==> config.mk <==
export PLATFORM = sky130hd
export DESIGN_NAME = fm_sb_freeze_seq
export DESIGN_NICKNAME = d
export VERILOG_FILES = /design/src/rtl/fm_sb_freeze_seq.sv
export SDC_FILE = /design/constraint.sdc
export NUM_CORES = 1
export LEC_CHECK = 0
export CAP_MARGIN = 40
export CORE_ASPECT_RATIO = 1.2
export CORE_MARGIN = 4
export CORE_UTILIZATION = 41
export CTS_CLUSTER_SIZE = 28
export DETAILED_ROUTE_END_ITERATION = 7
export MAX_ROUTING_LAYER = met4
export PLACE_DENSITY = 0.92
export REMOVE_ABC_BUFFERS = 1
export SYNTH_ARGS = -nofsm -noshare
export SYNTH_HDL_FRONTEND = slang
export SYNTH_SLANG_ARGS = --single-unit
==> constraint.sdc <==
create_clock -name axi_clk -period 7.65 [get_ports axi_clk]
set_input_delay 0.765 -clock axi_clk [delete_from_list [all_inputs] [get_ports axi_clk]]
set_output_delay 0.765 -clock axi_clk [all_outputs]
set_load 0.005 [all_outputs]
==> src/rtl/fm_sb_freeze_seq.sv <==
// Trigger-driven freeze sequencer for the FM spy buffers.
// Latency: freeze is registered from next-state; it asserts N edges after an accepted trigger (N = post_trig_cycles).
// Backpressure: none; pulse/level control inputs only, every input is acted on in the cycle it is sampled.
//
// Ports:
//   axi_clk, axi_reset        sole clock, asynchronous active-high reset
//   arm, release_frz          single-cycle software pulses (arm from IDLE, release back to IDLE)
//   sw_freeze                 software freeze level, honoured in every state
//   trig_in, trig_en          trigger sources and their per-source qualifiers
//   post_trig_cycles          capture cycles after the trigger, sampled at trigger acceptance
//   freeze_mask               1 = spy buffer exempt from freeze
//   freeze                    registered per-buffer freeze
//   seq_state                 0 IDLE, 1 ARMED, 2 POST, 3 FROZEN
//   trig_src                  qualified trigger sources latched at the accepted trigger
//   missed_trig_cnt           saturating count of triggers seen in POST/FROZEN
//
// Optional feature: define FM_SB_FREEZE_SEQ_MISSED_CNT_EN to build the missed-trigger
// counter; otherwise missed_trig_cnt is tied to 0.

module fm_sb_freeze_seq #(
    parameter int SB_N   = 128,
    parameter int TRIG_N = 8,
    parameter int CNT_W  = 16
) (
    input  logic              axi_clk,
    input  logic              axi_reset,
    input  logic              arm,
    input  logic              release_frz,
    input  logic              sw_freeze,
    input  logic [TRIG_N-1:0] trig_in,
    input  logic [TRIG_N-1:0] trig_en,
    input  logic [CNT_W-1:0]  post_trig_cycles,
    input  logic [SB_N-1:0]   freeze_mask,
    output logic [SB_N-1:0]   freeze,
    output logic [1:0]        seq_state,
    output logic [TRIG_N-1:0] trig_src,
    output logic [7:0]        missed_trig_cnt
);

    typedef enum logic [1:0] {
        S_IDLE   = 2'd0,
        S_ARMED  = 2'd1,
        S_POST   = 2'd2,
        S_FROZEN = 2'd3
    } state_t;

    state_t            state;
    state_t            next_state;
    logic [CNT_W-1:0]  cnt;
    logic [TRIG_N-1:0] qual_trig;
    logic              qt;

    assign qual_trig = trig_in & trig_en;
    assign qt        = |qual_trig;
    assign seq_state = state;

    // Release has priority over everything outside IDLE; arm only acts in IDLE.
    always_comb begin
        next_state = state;
        case (state)
            S_IDLE: begin
                if (arm) next_state = S_ARMED;
            end
            S_ARMED: begin
                if (release_frz)                   next_state = S_IDLE;
                else if (qt && post_trig_cycles == '0) next_state = S_FROZEN;
                else if (qt)                       next_state = S_POST;
            end
            S_POST: begin
                if (release_frz)                   next_state = S_IDLE;
                else if (cnt == CNT_W'(1))         next_state = S_FROZEN;
            end
            S_FROZEN: begin
                if (release_frz) next_state = S_IDLE;
            end
            default: next_state = S_IDLE;
        endcase
    end

    always_ff @(posedge axi_clk or posedge axi_reset) begin
        if (axi_reset) begin
            state    <= S_IDLE;
            cnt      <= '0;
            trig_src <= '0;
            freeze   <= '0;
        end else begin
            state  <= next_state;
            // Driven from next_state so the buffers stop writing on the same edge
            // the sequencer enters FROZEN.
            freeze <= ~freeze_mask & {SB_N{sw_freeze | (next_state == S_FROZEN)}};

            if (state == S_ARMED && qt && !release_frz) begin
                trig_src <= qual_trig;
                cnt      <= post_trig_cycles;
            end else if (state == S_POST && cnt != '0) begin
                // Guarded so a zero count can never wrap to all-ones.
                cnt <= cnt - CNT_W'(1);
            end
        end
    end

`ifdef FM_SB_FREEZE_SEQ_MISSED_CNT_EN
    logic [7:0] missed_q;

    always_ff @(posedge axi_clk or posedge axi_reset) begin
        if (axi_reset) begin
            missed_q <= '0;
        end else if (state == S_IDLE && arm) begin
            missed_q <= '0;
        end else if ((state == S_POST || state == S_FROZEN) && qt && missed_q != 8'hFF) begin
            missed_q <= missed_q + 8'd1;
        end
    end

    assign missed_trig_cnt = missed_q;
`else
    assign missed_trig_cnt = '0;
`endif

endmodule

-- Word level (Yosys, flattened, before mapping)
Index checks and enable logic that the tools add are counted.
- reduce and logical (&&, ||, !) cells: 10
- add/subtract/negate cells: 1
- mux-type cells: 10
- equal/unequal tests: 5
- bitwise gates (word level): 4
- operators with widths (cell ; number):
    128-bit bitwise AND ; 1
    128-bit NOT ; 1
    16-bit two-way mux ; 2
    16-bit by 1-bit == test with 1-bit output, second input constant ; 1
    16-bit logical NOT ; 1
    16-bit nonzero test ; 1
    16-bit by 1-bit subtractor with 16-bit output, second input constant ; 1
    2-bit two-way mux ; 7
    8-bit bitwise AND ; 1
    2-bit case mux with 4 select lines ; 1
    8-bit OR reduction ; 1
    2-bit == test, second input constant ; 3
    1-bit logical AND ; 4
    2-bit by 1-bit == test with 1-bit output, second input constant ; 1
    2-bit logical NOT ; 1
    2-bit nonzero test ; 1
    1-bit logical NOT ; 1
    1-bit bitwise OR ; 1
- bits of input ports: 165
- logic and storage cells: 34
- bits in registers: 154
- output and inout bits: 146

-- Depth between registers and ports, before layout
- depth after elaboration: 9
- depth in mapped cells: 8
- depth with buffers taken out: 7

-- Least setup slack after synthesis
No wires, ideal clock.
- path type: register to register
- start point: register cnt[4]
- end point: register cnt[5]
- period minus slack after synthesis: 2.164 ns
- library setup time: 0.126 ns
- cell stages (with the launch flop): 7
- setup slack: 5.486 ns
- arrival time: 2.038 ns
- required time: 7.524 ns
- path buffers: 1
- cell sequence: dfrtp_1 > or4_4 > nor4_4 > a21oi_2 > buf_2 > mux2i_1 > a221o_1
- word-level cells in the longest chain between the ends: 3
- elaborated cells on any way between the ends: 6
- those cells by class: add/sub: 1; mux: 2; reduce/logical: 3
- RTL lines (what ; line ; source):
    from (decl) ; 49 ; logic [CNT_W-1:0] cnt;
    from (signal assigned) ; 94 ; cnt <= post_trig_cycles;
    from (signal assigned) ; 97 ; cnt <= cnt - CNT_W'(1);
    16-bit by 1-bit subtractor with 16-bit output / 16-bit nonzero test (equally long branches) ; 97, 95 ;
    16-bit two-way mux / 1-bit logical AND (equally long branches) ; 95 ; end else if (state == S_POST && cnt != '0) begin
    16-bit two-way mux / 2-bit nonzero test (equally long branches) ; -- ;
Several ways; a longest one is shown, not always the timed one. The select of a mux whose other input is x is not followed.
A chain may end at the register's enable or synchronous reset.

-- Worst setup path in the final report
- start point: input port trig_en[2]
- end point: register freeze[122]
- word-level cells in the longest chain between the ends: 9
- elaborated cells on any way between the ends: 10
- those cells by class: eq/ne: 1; mux: 4; bitwise: 3; reduce/logical: 2
- RTL lines (what ; line ; source):
    from (decl) ; 31 ; input logic [TRIG_N-1:0] trig_en,
    8-bit bitwise AND (*) ; 53 ; assign qual_trig = trig_in & trig_en;
    8-bit OR reduction (*) ; 54 ; assign qt = |qual_trig;
    2-bit two-way mux / 1-bit logical AND (equally long branches) ; 67, 66 ;
    2-bit two-way mux (*) ; 66 ; else if (qt && post_trig_cycles == '0) next_state = S_FROZEN;
    2-bit two-way mux (*) ; 65 ; if (release_frz) next_state = S_IDLE;
    2-bit case mux with 4 select lines (*) ; 60 ; case (state)
    2-bit == test (*) ; 90 ; freeze <= ~freeze_mask & {SB_N{sw_freeze | (next_state == S_FROZEN)}};
    1-bit bitwise OR (*) ; 90 ;
    128-bit bitwise AND (*) ; 90 ;
    to (signal assigned) ; 90 ;
    to (decl) ; 34 ; output logic [SB_N-1:0] freeze,
Mark *: on every way between the ends. The rest lies on a longest branch, timed or not.

==> reports/metrics.yaml <==
synth-xor-area-share: 0
hold-worst-slack_ns: 0.499
syn_to_final_growth_pct: 68.7
cap_violations: 0
cts_sinks: 154
worst-path-buf-inv: 2
synth.distinct_cells: 42
hp-class: "flip-flop to flip-flop"
detail_route.first_pass.iterations: 7
rows: 45
synth.most_common_cell: "dfrtp_1"
post_cts_resize_count: 0
seq_area_frac_synth: 0.712
die_h_um: 134
async_flop_share: 1.00
clk_path_buf_depth: 2
syn_area_per_cell_um2: 11.9
crit_fanout: 65
reg2reg_to: "cnt[13]"
crit_chain: "clkdlybuf4s50_1 -> nand2_1 -> nand4_1 -> o21a_1 -> o311ai_4 -> buf_4 -> nor2_1"
synth_top_area_cell: "dfrtp_1"
cts_root_buffer: "clkbuf_16"
synth_top_family_by_area: "simple AND/OR/NAND/NOR gates"
worst_slack_ns: 4.71
wl_per_cell_um: 17.9
die-area_mm2: 0.0151
grt.busiest_layer: "met2"
hpwl_um: 12900
grt_usage: 0.228
hp-start: "trig_src[6]"
hold_path_end: "trig_src[6]"
grtUsageMet1: 0.249
routed_wl_um: 16800
setup_viol: 0
fp.coreArea_mm2: 0.0128
finalPower_mw: 2.68
fin_skew_ns: 0.0124
synthSimpleGateAreaFrac: 0.169
fin_area_mm2: 0.00913
worst_pin_slew_ns: 0.886
clkLatencyLatePin_ns: 0.41
ff2ff_path_depth: 5
ant_nets: 0
r2r_setup_slack_ns: 5.07
dp_worst_setup_slack_ns: 4.29
muxShareOfSynthArea: 0.0157
cts_tree: "done"
grt_pass1_wl_um: 25900
startpoint_type: "input pin"
synthTopCellsByCount: "dfrtp_1, nor2_1, nand2_1, buf_2"
synth_adder_area_share: 0.00693
period_minus_slack_ns: 2.94
place_congestion: 0.925
first_global_vias: 4832
multi_input_area_mm2: 0.00141
pin_count: 311
cts_hold_buffers: 0
synth_seq_cells: 154
numCtsBuffers: 17
drv_slew: 0
synth_top_area_share: 0.712
leakage_nw: 4.08
nNetsFinal: 926
status: "complete, no violations"
initial_utilization: 0.423
drc: 0
h-tree-depth: 4
io_buffers: 302
clock.fmax_mhz: 340
antenna_found_initial: 2
hold_viol_final: 0
ys.flop_type: "dfrtp_1"
min_period_over_period: 0.384
critical-path-top-delay-family: "buffers and inverters"
via_count: 4596
yosysWarnings: 0
placed_area_mm2: 0.00855
cp-end-kind: "flip-flop"
worstPathArrival_ns: 3.20
synth_edf_count: 0
drt_iter0_markers: 268
synthCells: 456
num-fill-cells: 813
critPathKind: "input pin to flip-flop"
worst_path_max_delay_cell: "o21a_1"
cp_slowest_stage_delay_ns: 0.56
grt_max_degree: 90
whs_path_depth: 2
slew_headroom: 0.409
cts_setup_buffers: 0
reg2reg_from: "cnt[4]"
seq_area_mm2: 0.00385
rsz0062_at_grt: "false"
die_w_um: 113
powerDensity_mw_per_mm2: 294
drive_gt1_frac: 0.0610
use_met2: 0.400
ir_drop_mv: 0.220
synth_compound_area_frac: 0.0596
synth_area_mm2: 0.00541
vias_per_cell: 4.91
grt_overflow: 0
clk_pin_slew_worst_paths_ns: 0.06
use_met3: 0.0645
required_ns: 7.91
synthTopCellsByArea: "dfrtp_1, nor2_1, a221o_1"
[cell families after synthesis]
| family | after synthesis |
|---|---|
| AO/OA/AOI/OAI | 42 |
| adder cells (fa/ha/maj) | 3 |
| buffers and inverters | 37 |
| flip-flops | 154 |
| multiplexers | 8 |
| other | 1 |
| AND/OR/NAND/NOR | 211 |
[report_power, final]
| group | internal [mW] | total [mW] | switching, mW |
|---|---|---|---|
| combinational | 0.427 | 0.774 | 0.347 |
| sequential | 0.983 | 1.09 | 0.105 |
| clock | 0.463 | 0.819 | 0.356 |
| total | 1.87 | 2.68 | 0.809 |
[worst min-delay path: stages (launching register included)]
cell	delay (ns)
dfrtp_1	0.34
nand2_1	0.05
o21ai_0	0.07
[area by class of cell]
| class | instances | share of cell area |
|---|---|---|
| Sequential cell | 154 | 0.422 |
| Antenna cell | 2 | 0.000548 |
| Timing Repair Buffer | 306 | 0.334 |
| Clock inverter | 14 | 0.0166 |
| Tap cell | 164 | 0.0225 |
| Multi-Input combinational cell | 272 | 0.154 |
| Inverter | 7 | 0.00342 |
| Clock buffer | 18 | 0.0470 |
[flip-flops by register name (all words and copies together) (netlist names)]
| name | cells |
|---|---|
| cnt | 16 |
| freeze | 128 |
| seq_state | 2 |
| trig_src | 8 |
[placed cells by master (no fill, tap or decap), drive strengths merged, types with 2 or more instances in the layout]
cell / Yosys / routed
a21oi: 3 / 3
a221o: 12 / 12
a31oi: 2 / 2
a32oi: 2 / 2
buf: 24 / 4
clkbuf: 6 / 18
clkdlybuf4s50: 0 / 302
clkinv: 0 / 4
conb: 1 / 8
dfrtp: 154 / 154
diode: 0 / 2
ha: 3 / 3
inv: 7 / 15
mux2i: 7 / 7
nand2: 23 / 23
nand2b: 2 / 2
nand3: 6 / 6
nand4: 3 / 3
nor2: 147 / 147
nor3: 6 / 6
nor4: 9 / 9
o211ai: 2 / 2
o21ai: 12 / 12
o311a: 2 / 2
o311ai: 2 / 2
or2: 4 / 4
or3: 3 / 3
or4: 3 / 3
[layer usage]
layer	vias to the layer above	wire (um)
li1	2101	-
met1	2200	5910
met2	257	9040
met3	38	1350
met4	0	514
met5	-	0
[how the worst max path moves through the flow]
stage / from / to / slack, ns / cells after the start
floorplan: trig_in[2] / freeze[0] / -1.16 / 5
global placement: trig_in[4] / freeze[100] / 4.45 / 7
detailed placement: trig_en[2] / freeze[122] / 4.29 / 7
CTS: trig_en[2] / freeze[122] / 4.71 / 7
global route: trig_en[2] / freeze[122] / 4.52 / 7
finish: trig_en[2] / freeze[122] / 4.71 / 7
[stage by stage]
step | std cells | TNS [ns] | util
after floorplan | 433 | -148.74 | -
after global placement | 903 | 0 | 0.669
after detailed placement | 903 | 0 | 0.669
after CTS | 935 | 0 | 0.714
after global routing | 937 | 0 | 0.715
final | 937 | 0 | 0.715
No activity file was read; power rests on OpenSTA's default activity.
